[src/rtl/fifo_ptr_sync_gen.sv]
// Per-domain async FIFO pointer engine: local binary/Gray pointer, memory address,
// and a synchronized, binary-converted copy of the remote Gray pointer.
module fifo_ptr_sync_gen #(
  parameter int    DEL           = 1,
  parameter int    ADDR_WIDTH    = 3,
  parameter int    DEPTH         = 8,
  parameter int    SYNC_STAGES   = 2,
  parameter string INSTANCE_NAME = "DEADF1F0"
) (
  input  logic                  i_clk,
  input  logic                  i_rst_n,
  input  logic                  i_inc,
  input  logic                  i_block,
  input  logic [ADDR_WIDTH:0]   i_remote_ptr_gray,
  output logic [ADDR_WIDTH:0]   o_ptr_bin,
  output logic [ADDR_WIDTH:0]   o_ptr_gray,
  output logic [ADDR_WIDTH-1:0] o_addr,
  output logic [ADDR_WIDTH:0]   o_remote_ptr_bin,
  output logic                  o_adv,
  output logic                  o_err
);

  localparam int AW = ADDR_WIDTH;

  if (DEPTH != (1 << ADDR_WIDTH)) begin : g_bad_depth
    $fatal(1, "%s: DEPTH must equal 2**ADDR_WIDTH", INSTANCE_NAME);
  end
  if (SYNC_STAGES < 2) begin : g_bad_sync
    $fatal(1, "%s: SYNC_STAGES must be >= 2", INSTANCE_NAME);
  end
  if (DEL < 0) begin : g_bad_del
    $fatal(1, "%s: DEL must be non-negative", INSTANCE_NAME);
  end

  logic          adv;
  logic [AW:0]   nxt;
  logic [AW:0]   sync_q [SYNC_STAGES];
  logic [AW:0]   remote_bin;

  always_comb begin
    adv = i_inc & ~i_block;
    nxt = adv ? o_ptr_bin + 1'b1 : o_ptr_bin;
  end

  // Gray is registered from the next binary value so both update on the same edge
  always_ff @(posedge i_clk or negedge i_rst_n) begin
    if (!i_rst_n) begin
      o_ptr_bin  <= '0;
      o_ptr_gray <= '0;
      o_adv      <= 1'b0;
      o_err      <= 1'b0;
    end else begin
      o_ptr_bin  <= nxt;
      o_ptr_gray <= nxt ^ (nxt >> 1);
      o_adv      <= adv;
      o_err      <= o_err | (i_inc & i_block);
    end
  end

  assign o_addr = o_ptr_bin[AW-1:0];

  always_ff @(posedge i_clk or negedge i_rst_n) begin
    if (!i_rst_n) begin
      for (int unsigned i = 0; i < SYNC_STAGES; i++) sync_q[i] <= '0;
    end else begin
      sync_q[0] <= i_remote_ptr_gray;
      for (int unsigned i = 1; i < SYNC_STAGES; i++) sync_q[i] <= sync_q[i-1];
    end
  end

  // b[i] is the XOR of all Gray bits at or above i
  always_comb begin
    remote_bin = '0;
    for (int unsigned i = 0; i <= AW; i++) remote_bin[i] = ^(sync_q[SYNC_STAGES-1] >> i);
  end

  always_ff @(posedge i_clk or negedge i_rst_n) begin
    if (!i_rst_n) o_remote_ptr_bin <= '0;
    else          o_remote_ptr_bin <= remote_bin;
  end

endmodule

[config.mk]
export PLATFORM = sky130hd
export DESIGN_NAME = fifo_ptr_sync_gen
export DESIGN_NICKNAME = d
export VERILOG_FILES = /design/src/rtl/fifo_ptr_sync_gen.sv
export SDC_FILE = /design/constraint.sdc
export NUM_CORES = 1
export LEC_CHECK = 0
export ABC_AREA = 0
export CAP_MARGIN = 20
export CORE_MARGIN = 4
export CORE_UTILIZATION = 45
export CTS_CLUSTER_DIAMETER = 50
export DETAILED_ROUTE_END_ITERATION = 12
export PLACE_DENSITY_LB_ADDON = 0.1
export SETUP_SLACK_MARGIN = 0.02
export SYNTH_ARGS = -nofsm -noshare
export SYNTH_HDL_FRONTEND = slang
export SYNTH_SLANG_ARGS = --single-unit
[constraint.sdc]
create_clock -name i_clk -period 2.5 [get_ports i_clk]
set_clock_uncertainty 0.05 [all_clocks]
set_input_delay 0.5 -clock i_clk [delete_from_list [all_inputs] [get_ports i_clk]]
set_output_delay 0.5 -clock i_clk [all_outputs]
set_load 0.1 [all_outputs]
==> Word level (Yosys, flattened, before mapping) <==
Index checks and enable logic that the tools add are counted.
{ "word_totals": {"reg_bits": 22, "in_bits": 8, "out_inout_bits": 17, "word_cells": 18} }
{ "op_classes": {"add_sub_neg": 1, "mux": 1, "bitwise_logic": 5, "reduce_logical": 4} }
{ "op_table": {"columns": ["op", "n"], "rows": [
  ["parity 4 bit", 4],
  ["adder 4 x 1 -> 4 bit (second input constant)", 1],
  ["two-way mux 4 bit", 1],
  ["XOR 4 x 3 -> 4 bit", 1],
  ["bitwise AND 1 bit", 2],
  ["inverter 1 bit", 1],
  ["bitwise OR 1 bit", 1]
]} }

==> Logic depth before layout (Yosys ltp) <==
Gate-level depths: netlist of the first run.
{ "logic_depth": {"ltp_word": 4, "depth_mapped": 5, "mapped_depth_nobuf": 5} }

==> Least setup slack after synthesis of the first run <==
OpenSTA, ideal clock, no wires.
{ "synth_timing": {"kind": "flip-flop to output port", "from": "register o_ptr_bin[0]", "to": "output port o_ptr_bin[0]", "arrival_time_ps": 1438, "required_time_ps": 1950, "path_slack_ps": 512, "path_stages_with_launch": 2, "path_buffers": 1, "path_cell_list": "dfrtp_1 buf_4"} }
{ "synth_lines": {"columns": ["element", "line_no", "source"], "rows": [
  ["from (decl)", "15", "output logic [ADDR_WIDTH:0] o_ptr_bin,"],
  ["from (signal assigned)", "53", "o_ptr_bin <= nxt;"]
]} }
No word-level cell between the ends.

==> Final worst setup path of the first run <==
{ "layout_timing": {"from": "register o_ptr_bin[2]", "to": "output port o_ptr_bin[2]"} }
No word-level cell between the ends.

==> summary.md, run 1 <==
| Metric | Value |
|---|---|
| Fillers | 129 |
| Yosys top cell by area | dfrtp_1 |
| Number of post-CTS setup repair buffers | 0 |
| CTS buffer count | 3 |
| Tightest Hold Check Type | flip-flop to flip-flop |
| Post-synth EDFFs | 0 |
| Synthesized area per cell | 14.6 um^2 |
| Synthesis-stage register bit count | 21 |
| Worst Path Required | 1.95 ns |
| Largest net degree at the start of global routing | 22 |
| Worst-Margin Slew | 0.296 ns |
| Mapped Area | 743 um^2 |
| Post-route minimum period | 1.74 ns |
| CP max stage cell | dfrtp_1 |
| Post-Route WL | 1.11 mm |
| Synth top cells by count | 21 x dfrtp_1, 6 x xnor2_1, 5 x nand2_1 |
| WP depth | 1 |
| Die area | 2370 um^2 |
| TNS Setup | 0 ns |
| Post-synth top area share | 70.7% |
| Max-slew violation count | 0 |
| Detailed placer's ending HPWL | 810 um |
| Async SR Flop Fraction | 100% |
| Worst skew pair latency | 0.30 ns |
| Sequential-to-total area share from yosys stat | 70.7% |
| Status | finished, final reports clean |
| TritonRoute pass-1 iters | 4 |
| Inserted Diodes | 0 |
| Count leader, synth | dfrtp_1 |
| Slew HR | 80.3% |
| Setup crit end kind | output port |
| First-pass GRT wire length | 1.81 mm |
| Crit start category | flip-flop |
| Initial Utilization | 48.2% |
| Hold path depth | 0 |
| WP buf/inv | 1 |
| Fmax | 576 MHz |
| Share of layout cells above drive strength 1 | 30.7% |
| RSZ-0062 raised after global routing | false |
| Setup-failing EPs final | 0 |
| Port Buffers | 24 |
| Synth Net Count | 60 |
| Fin. Hold Viols | 0 |
| Finished Core Util | 62.6% |
| Most used DFF post-synth | dfrtp_1 |
| Crit Path Category | flip-flop to output port |
| Worst-path fanout max | 8 |
| Grt ovf | 0 |
| Hold Buf Count CTS | 0 |
| Post-CTS sizing | 0 |
| Largest delay share family, worst path | flip-flops |
| Fin crit share | 69.4% |
| Worst endpoint data arrival time | 1.19 ns |
| GPL Wtd Cong | 0.836 |
| Die Wd | 48.6 um |
| Drt via density | 4.81 |
| Largest stage delay, worst path | 0.53 ns |
| Die height | 48.6 um |
| Via count | 438 |
| Max Cap Viol | 0 |
| Post-route DRC | 0 |
| CTS max path bufs | 2 |
| Nets | 85 |
| H-tree Lvls | 1 |
| I/O Pins | 25 |
| CTS Sinks | 21 |
| Critical-path cell list | buf_4 |
| Netlist cell types | 14 |
| Clock root buffer | clkbuf_4 |
| Cells after Synth | 51 |
| FF-to-FF path depth | 4 |
| Clk pin slew, worst setup/hold paths | 0.12 ns |
| Gr usage total | 10.1% |
| Yosys warning total | 0 |
| Area Overhead vs Synth | 29.8% |
| Synth area leaders | dfrtp_1 71%, xnor2_1 7.1%, xor2_1 4.7%, buf_4 4.0%, nand2_1 2.5% |
| CTS tree | yes |
| Routed Antenna Nets | 0 |
| Initial antenna violation count | 0 |
| Number of global-route vias before repair | 410 |
| Avg WL per Cell | 12.2 um |
| Core area | 1540 um^2 |
| Number of DRC markers in iteration 0 | 5 |
| # rows | 14 |
-- metrics by stage --
step | area (um^2) | setup slack, ns | hold WS [ns] | instances
floorplan | 743 | 0.512 | 0.154 | 51
global placement | 935 | 0.658 | 0.282 | 87
detailed placement | 935 | 0.606 | 0.288 | 87
CTS | 965 | 0.734 | 0.321 | 91
global route | 965 | 0.677 | 0.328 | 91
finish | 965 | 0.764 | 0.315 | 91
-- cell type report --
class                      instances  area (um^2)  share of cell area (%)
clock buffer                       3         22.5                    2.33
multi-input combinational         24          180                    18.7
tap                               16         20.0                    2.08
inverter                           1         3.75                   0.389
clock inverter                     1         7.51                   0.778
sequential                        21          526                    54.5
timing repair buffer              25          205                    21.3
-- worst paths after layout --
check                             start  slack, ns                   to
max                        o_ptr_bin[2]       0.76         o_ptr_bin[2]
min                           sync_q[4]       0.32            sync_q[0]
max reg2reg                o_ptr_bin[0]       0.98        o_ptr_gray[1]
min reg2reg                   sync_q[4]       0.32            sync_q[0]
max in group asynchronous       i_rst_n       1.73        o_ptr_gray[2]
min in group asynchronous       i_rst_n       0.47  o_remote_ptr_bin[3]
-- placed cells by master (no fill, tap or decap) --
cell,count
a21o_1,1
buf_4,18
clkbuf_4,3
clkdlybuf4s50_1,7
clkinvlp_4,1
dfrtp_1,21
ha_1,1
inv_1,1
nand2_1,5
nand2b_1,1
nand4_1,2
o21a_1,2
o21ai_0,1
o221ai_2,1
xnor2_1,6
xor2_1,4
-- state kept, by name, summed over array words and instances (netlist names) --
register	flops
o_ptr_gray	3
o_remote_ptr_bin	4
o_err	1
sync_q	8
o_ptr_bin	4
o_adv	1
-- per-layer routing --
metal | wire [um] | vias to the layer above | track usage [%]
met3 | 136 | 2 | 7.36
met5 | 0 | - | 0
met1 | 491 | 206 | 12.3
met2 | 471 | 20 | 13.5
met4 | 10 | 0 | 4.04
li1 | - | 210 | -
-- cells by family (layout without fill, tap and decap cells) --
logic type,after synthesis,after routing,synth area share (%)
DFF,21,21,70.7
xor gates and xnor gates,10,10,11.8
and+or+nand+nor,8,8,5.05
buffers and inverters,6,30,5.05
AOI/OAI and AO/OA,5,5,5.72
adders and majority gates,1,1,1.68
Power of run 1 is not shown: default switching activity piles up to over one toggle a cycle in this logic, so the estimate is an artifact.
==> run 2: changes to the inputs <==
Settings changed: CORE_ASPECT_RATIO set to 1.4, CORE_UTILIZATION 45 to 38.
Clock period 2.5 ns to 1.4 ns, I/O delays scaled along.
==> summary.md, run 2 (synthesized netlist as in run 1, its figures left out) <==
| Metric | Value |
|---|---|
| Area Overhead vs Synth | 80.0% |
| Hold WS | 0.257 ns |
| # rows | 18 |
| Initial Utilization | 41.3% |
| Post-route minimum period | 1.43 ns |
| Worst-path fanout max | 3 |
| H-tree Lvls | 1 |
| CTS Sinks | 21 |
| Critical-path cell list | buf_6 -> buf_12 |
| Gr usage total | 10.5% |
| Initial antenna violation count | 0 |
| Worst Path Required | 1.07 ns |
| Nets | 97 |
| Status | finished with violations |
| Fmax | 699 MHz |
| Worst endpoint data arrival time | 1.10 ns |
| Tightest Hold Check Type | primary input to async pin |
| Detailed placer's ending HPWL | 897 um |
| Clk pin slew, worst setup/hold paths | 0.12 ns |
| Grt ovf | 0 |
| Reg area | 541 um^2 |
| RSZ-0062 raised after global routing | true |
| Slew HR | 82.9% |
| Largest stage delay, worst path | 0.50 ns |
| Drt via density | 4.66 |
| Largest Register | sync_q |
| Final worst setup slack | -0.0313 ns |
| Post-Route WL | 1.30 mm |
| Routed Antenna Nets | 0 |
| CTS tree | yes |
| Number of DRC markers in iteration 0 | 15 |
| I/O Pins | 25 |
| Final non-filler cell total | 107 |
| CTS buffer count | 3 |
| Core area | 1800 um^2 |
| TritonRoute pass-1 iters | 4 |
| DP Cell Count | 95 |
| Port Buffers | 24 |
| CP max stage cell | dfrtp_4 |
| Hold Buf Count CTS | 0 |
| Clock root buffer | clkbuf_4 |
| GPL Wtd Cong | 0.784 |
| Share of layout cells above drive strength 1 | 49.4% |
| Via count | 499 |
| Die area | 2740 um^2 |
| TNS Setup | -0.136 ns |
| Number of global-route vias before repair | 493 |
| Max-slew violation count | 0 |
| First-pass GRT wire length | 2.01 mm |
| Failing checks | negative setup slack |
| Fillers | 118 |
| Avg WL per Cell | 12.2 um |
| Largest net degree at the start of global routing | 22 |
| Crit start category | flip-flop |
| Max Cap Viol | 0 |
| Biggest regs | sync_q x8, o_ptr_bin x4, o_remote_ptr_bin x4 |
| Worst-Margin Slew | 0.256 ns |
| Post-route DRC | 0 |
| Die Wd | 45.4 um |
| Setup crit end kind | output port |
| Finished Core Util | 74.2% |
| Worst skew pair latency | 0.29 ns |
| Commonest non-fill, non-tap cells in the layout | 17 x dfrtp_1, 17 x buf_12, 7 x clkdlybuf4s50_1, 7 x buf_4, 6 x buf_6 |
| Setup-failing EPs final | 5 |
| Multi-input combinational cell area | 210 um^2 |
| CTS max path bufs | 2 |
| Max reg flops | 8 |
| Fin. Hold Viols | 0 |
| Inserted Diodes | 0 |
| Die height | 60.3 um |
| Largest delay share family, worst path | flip-flops |
| WP buf/inv | 2 |
| Crit Path Category | flip-flop to output port |
| Fin crit share | 102% |
==> run 2: cell types whose count changed in the layout (fill, tap and decap cells not counted), moves of 4 or more <==
cell,change
buf_12,+17
buf_4,-11
buf_6,+6
dfrtp_1,-4
dfrtp_4,+4
==> run 2: final cells by class <==
class	count	share of cell area [%]
well taps	20	1.87
flip-flops and latches	21	40.4
clock inverters	1	0.374
multi-input cells	24	15.7
repair buffers	37	39.7
clock buffers	3	1.68
inverters	1	0.281
==> run 2: timing repair <==
action / 4_1_cts / 5_1_grt
pin swaps: 0 / 8
endpoints found under the setup margin: 6 / 9
setup buffers: 5 / 3
gates cloned: 0 / 0
gates resized for setup: 2 / 8
==> run 2: per-stage QoR <==
stage               cell area [um^2]  setup slack, ns
CTS                             1280          -0.0286
finish                          1340          -0.0313
detailed placement              1210           -0.209
floorplan                        781          -0.0559
global placement                1210           -0.160
global route                    1340          -0.0914
==> run 2: worst paths after layout <==
| kind | from | end | slack, ns | cells past startpoint |
|---|---|---|---|---|
| max | o_ptr_bin[0] | o_addr[0] | -0.03 | 2 |
| min in group i_clk | sync_q[7] | sync_q[3] | 0.31 | 0 |
| min | i_rst_n | o_ptr_gray[1] | 0.26 | 2 |
| min reg2reg | sync_q[7] | sync_q[3] | 0.31 | 0 |
| max in group asynchronous | i_rst_n | o_ptr_bin[0] | 0.82 | 2 |
| max reg2reg | o_ptr_bin[1] | o_ptr_gray[1] | -0.02 | 5 |
==> run 2: metal layers <==
metal  GRT usage [%]  wire, um
met2            17.8       647
met3            2.41       122
met5               0         0
met1            11.7       525
met4            6.28         7
Power of run 2 is left out for the same reason.
==> variant (config.mk and constraints of run 1) <==
Change the parameter `SYNC_STAGES` from 2 to 4.
--- a/src/rtl/fifo_ptr_sync_gen.sv
+++ b/src/rtl/fifo_ptr_sync_gen.sv
@@ -4,7 +4,7 @@
   parameter int    DEL           = 1,
   parameter int    ADDR_WIDTH    = 3,
   parameter int    DEPTH         = 8,
-  parameter int    SYNC_STAGES   = 2,
+  parameter int    SYNC_STAGES   = 4,
   parameter string INSTANCE_NAME = "DEADF1F0"
 ) (
   input  logic                  i_clk,
Check against the original RTL: not equivalent (a bounded check fails within 4 cycles, from zero or initial values and one cycle with i_rst_n low).
==> variant against run 1 <==
- sequential cell count increased by 8
- cell area up 28%
- core utilization down 0.33 points
- synthesized cell count increased by 16%
- synthesized area up 27%
- routed wire length is 11% higher
- worst setup slack improved by 0.012 ns
- critical path type unchanged
Power is not shown: default switching activity piles up to over one toggle a cycle in this logic, so the estimate is an artifact.
==> variant: results (changes against run 1) <==
* Synth area leaders: dfrtp_1 (77%), xnor2_1 (5.6%), xor2_1 (3.7%) (was dfrtp_1 (71%), xnor2_1 (7.1%), xor2_1 (4.7%))
* Root buffer cell: clkbuf_4 (unchanged)
* Final hold slack at 0.303 ns (was 0.315 ns)
* Setup bufs post-CTS at 0 (unchanged)
* Status: finished clean (unchanged)
* Initial antenna violation count at 0 (unchanged)
* Htree depth at 2 (was 1)
* Compound-Gate Fraction of Synth Area at 4.51% (was 5.72%)
* First-pass GRT wire length at 2060 µm (was 1810 µm)
* Top flop regs: sync_q x16, o_ptr_bin x4, o_remote_ptr_bin x4 (was sync_q x8, o_ptr_bin x4, o_remote_ptr_bin x4)
* Met1 Wirelength at 468 µm (was 491 µm)
* HP Class: flip-flop to flip-flop (unchanged)
* Hpwl dp at 882 µm (was 810 µm)
* CP arrival at 1.17 ns (was 1.19 ns)
* Vias in the first global route at 478 (was 410)
* Synth Flop Type: dfrtp_1 (unchanged)
* Post-synthesis mux area share at 0% (unchanged)
* Wire length on met3 at 125 µm (was 136 µm)
* Post-Syn Nets at 68 (was 60)
* DR iter-0 viols at 4 (was 5)
* Slowest cell on crit path: dfrtp_1 (unchanged)
* Met1 usage at 11.0% (was 12.3%)
* I/O Buffers at 24 (unchanged)
* Met2 GRT Util at 17.5% (was 13.5%)
* Most frequent cells after synthesis: dfrtp_1 (29), xnor2_1 (6), nand2_1 (5) (was dfrtp_1 (21), xnor2_1 (6), nand2_1 (5))
* Final std cells w/o fill at 114 (was 91)
* Worst R2R Setup Slack at 1.02 ns (was 0.98 ns)
* Total GRT Usage at 11.4% (was 10.1%)
* Maximum buffer depth of the clock tree at 2 (unchanged)
* Routed wl met2 at 614 µm (was 471 µm)
* Drt wl/cell at 10.8 µm (was 12.2 µm)
* Vias at 501 (was 438)
* Final Net Count at 95 (was 85)
* Met3 usage at 8.31% (was 7.36%)
* Uppermost layer routed: met4 (unchanged)
* Worst slew margin at 77.2% (was 80.3%)
* Placer Congestion at 0.721 (was 0.836)
* Pre-antenna DRT Iters at 4 (unchanged)
* Placement Setup Slack at 0.630 ns (was 0.606 ns)
* Yosys warnings at 0 (unchanged)
* Largest net degree at the start of global routing at 30 (was 22)
* Kind of cell adding the most delay to the critical path: flip-flops (unchanged)
* Clk slew on worst S/H paths at 0.08 ns (was 0.12 ns)
* Post-DP Area at 1150 µm² (was 935 µm²)
* Largest family of logic cells by synthesized area: XOR/XNOR gates (unchanged)
* Netlist cell types at 14 (unchanged)
* XOR/XNOR Fraction of Synth Area at 9.28% (was 11.8%)
* Syn avg cell area at 16.0 µm² (was 14.6 µm²)
* Post-CTS Resized at 0 (unchanged)
* TritonCTS Buffers at 5 (was 3)
* Adder-Cell Fraction of Synth Area at 1.33% (was 1.68%)
* Final TNS setup at 0 ns (unchanged)
* Fin crit period at 1.72 ns (was 1.74 ns)
* Register area share after synthesis at 76.9% (was 70.7%)
* Asr flop ratio synth at 100% (unchanged)
* Ratio of cells with drive above 1 in the final layout at 29.9% (was 30.7%)
* Critical Path Fanout Max at 8 (unchanged)
[variant: layout make-up]
class                      instances  area [µm²]
timing repair buffer              25         205
inverter                           1        3.75
clock inverter                     1        30.0
tap                               27        33.8
fill                             156         748
multi-input combinational         24         180
sequential                        29         726
clock buffer                       7        55.1
[variant: path summary, 6_finish.rpt]
check                             start             to  cells past startpoint
min in group asynchronous       i_rst_n      sync_q[3]                      2
min reg2reg                   sync_q[4]      sync_q[0]                      0
max                        o_ptr_bin[2]   o_ptr_bin[2]                      1
max in group asynchronous       i_rst_n  o_ptr_gray[0]                      2
max reg2reg                o_ptr_bin[0]  o_ptr_gray[1]                      4
min                           sync_q[4]      sync_q[0]                      0
[variant: kinds of logic (layout without fill, tap and decap cells)]
logic type	after synthesis	count (layout)
AO/OA/AOI/OAI	5	5
XOR/XNOR	10	10
AND/OR/NAND/NOR	8	8
flip-flops	29	29
adder cells (fa/ha/maj)	1	1
buffers and inverters	6	34
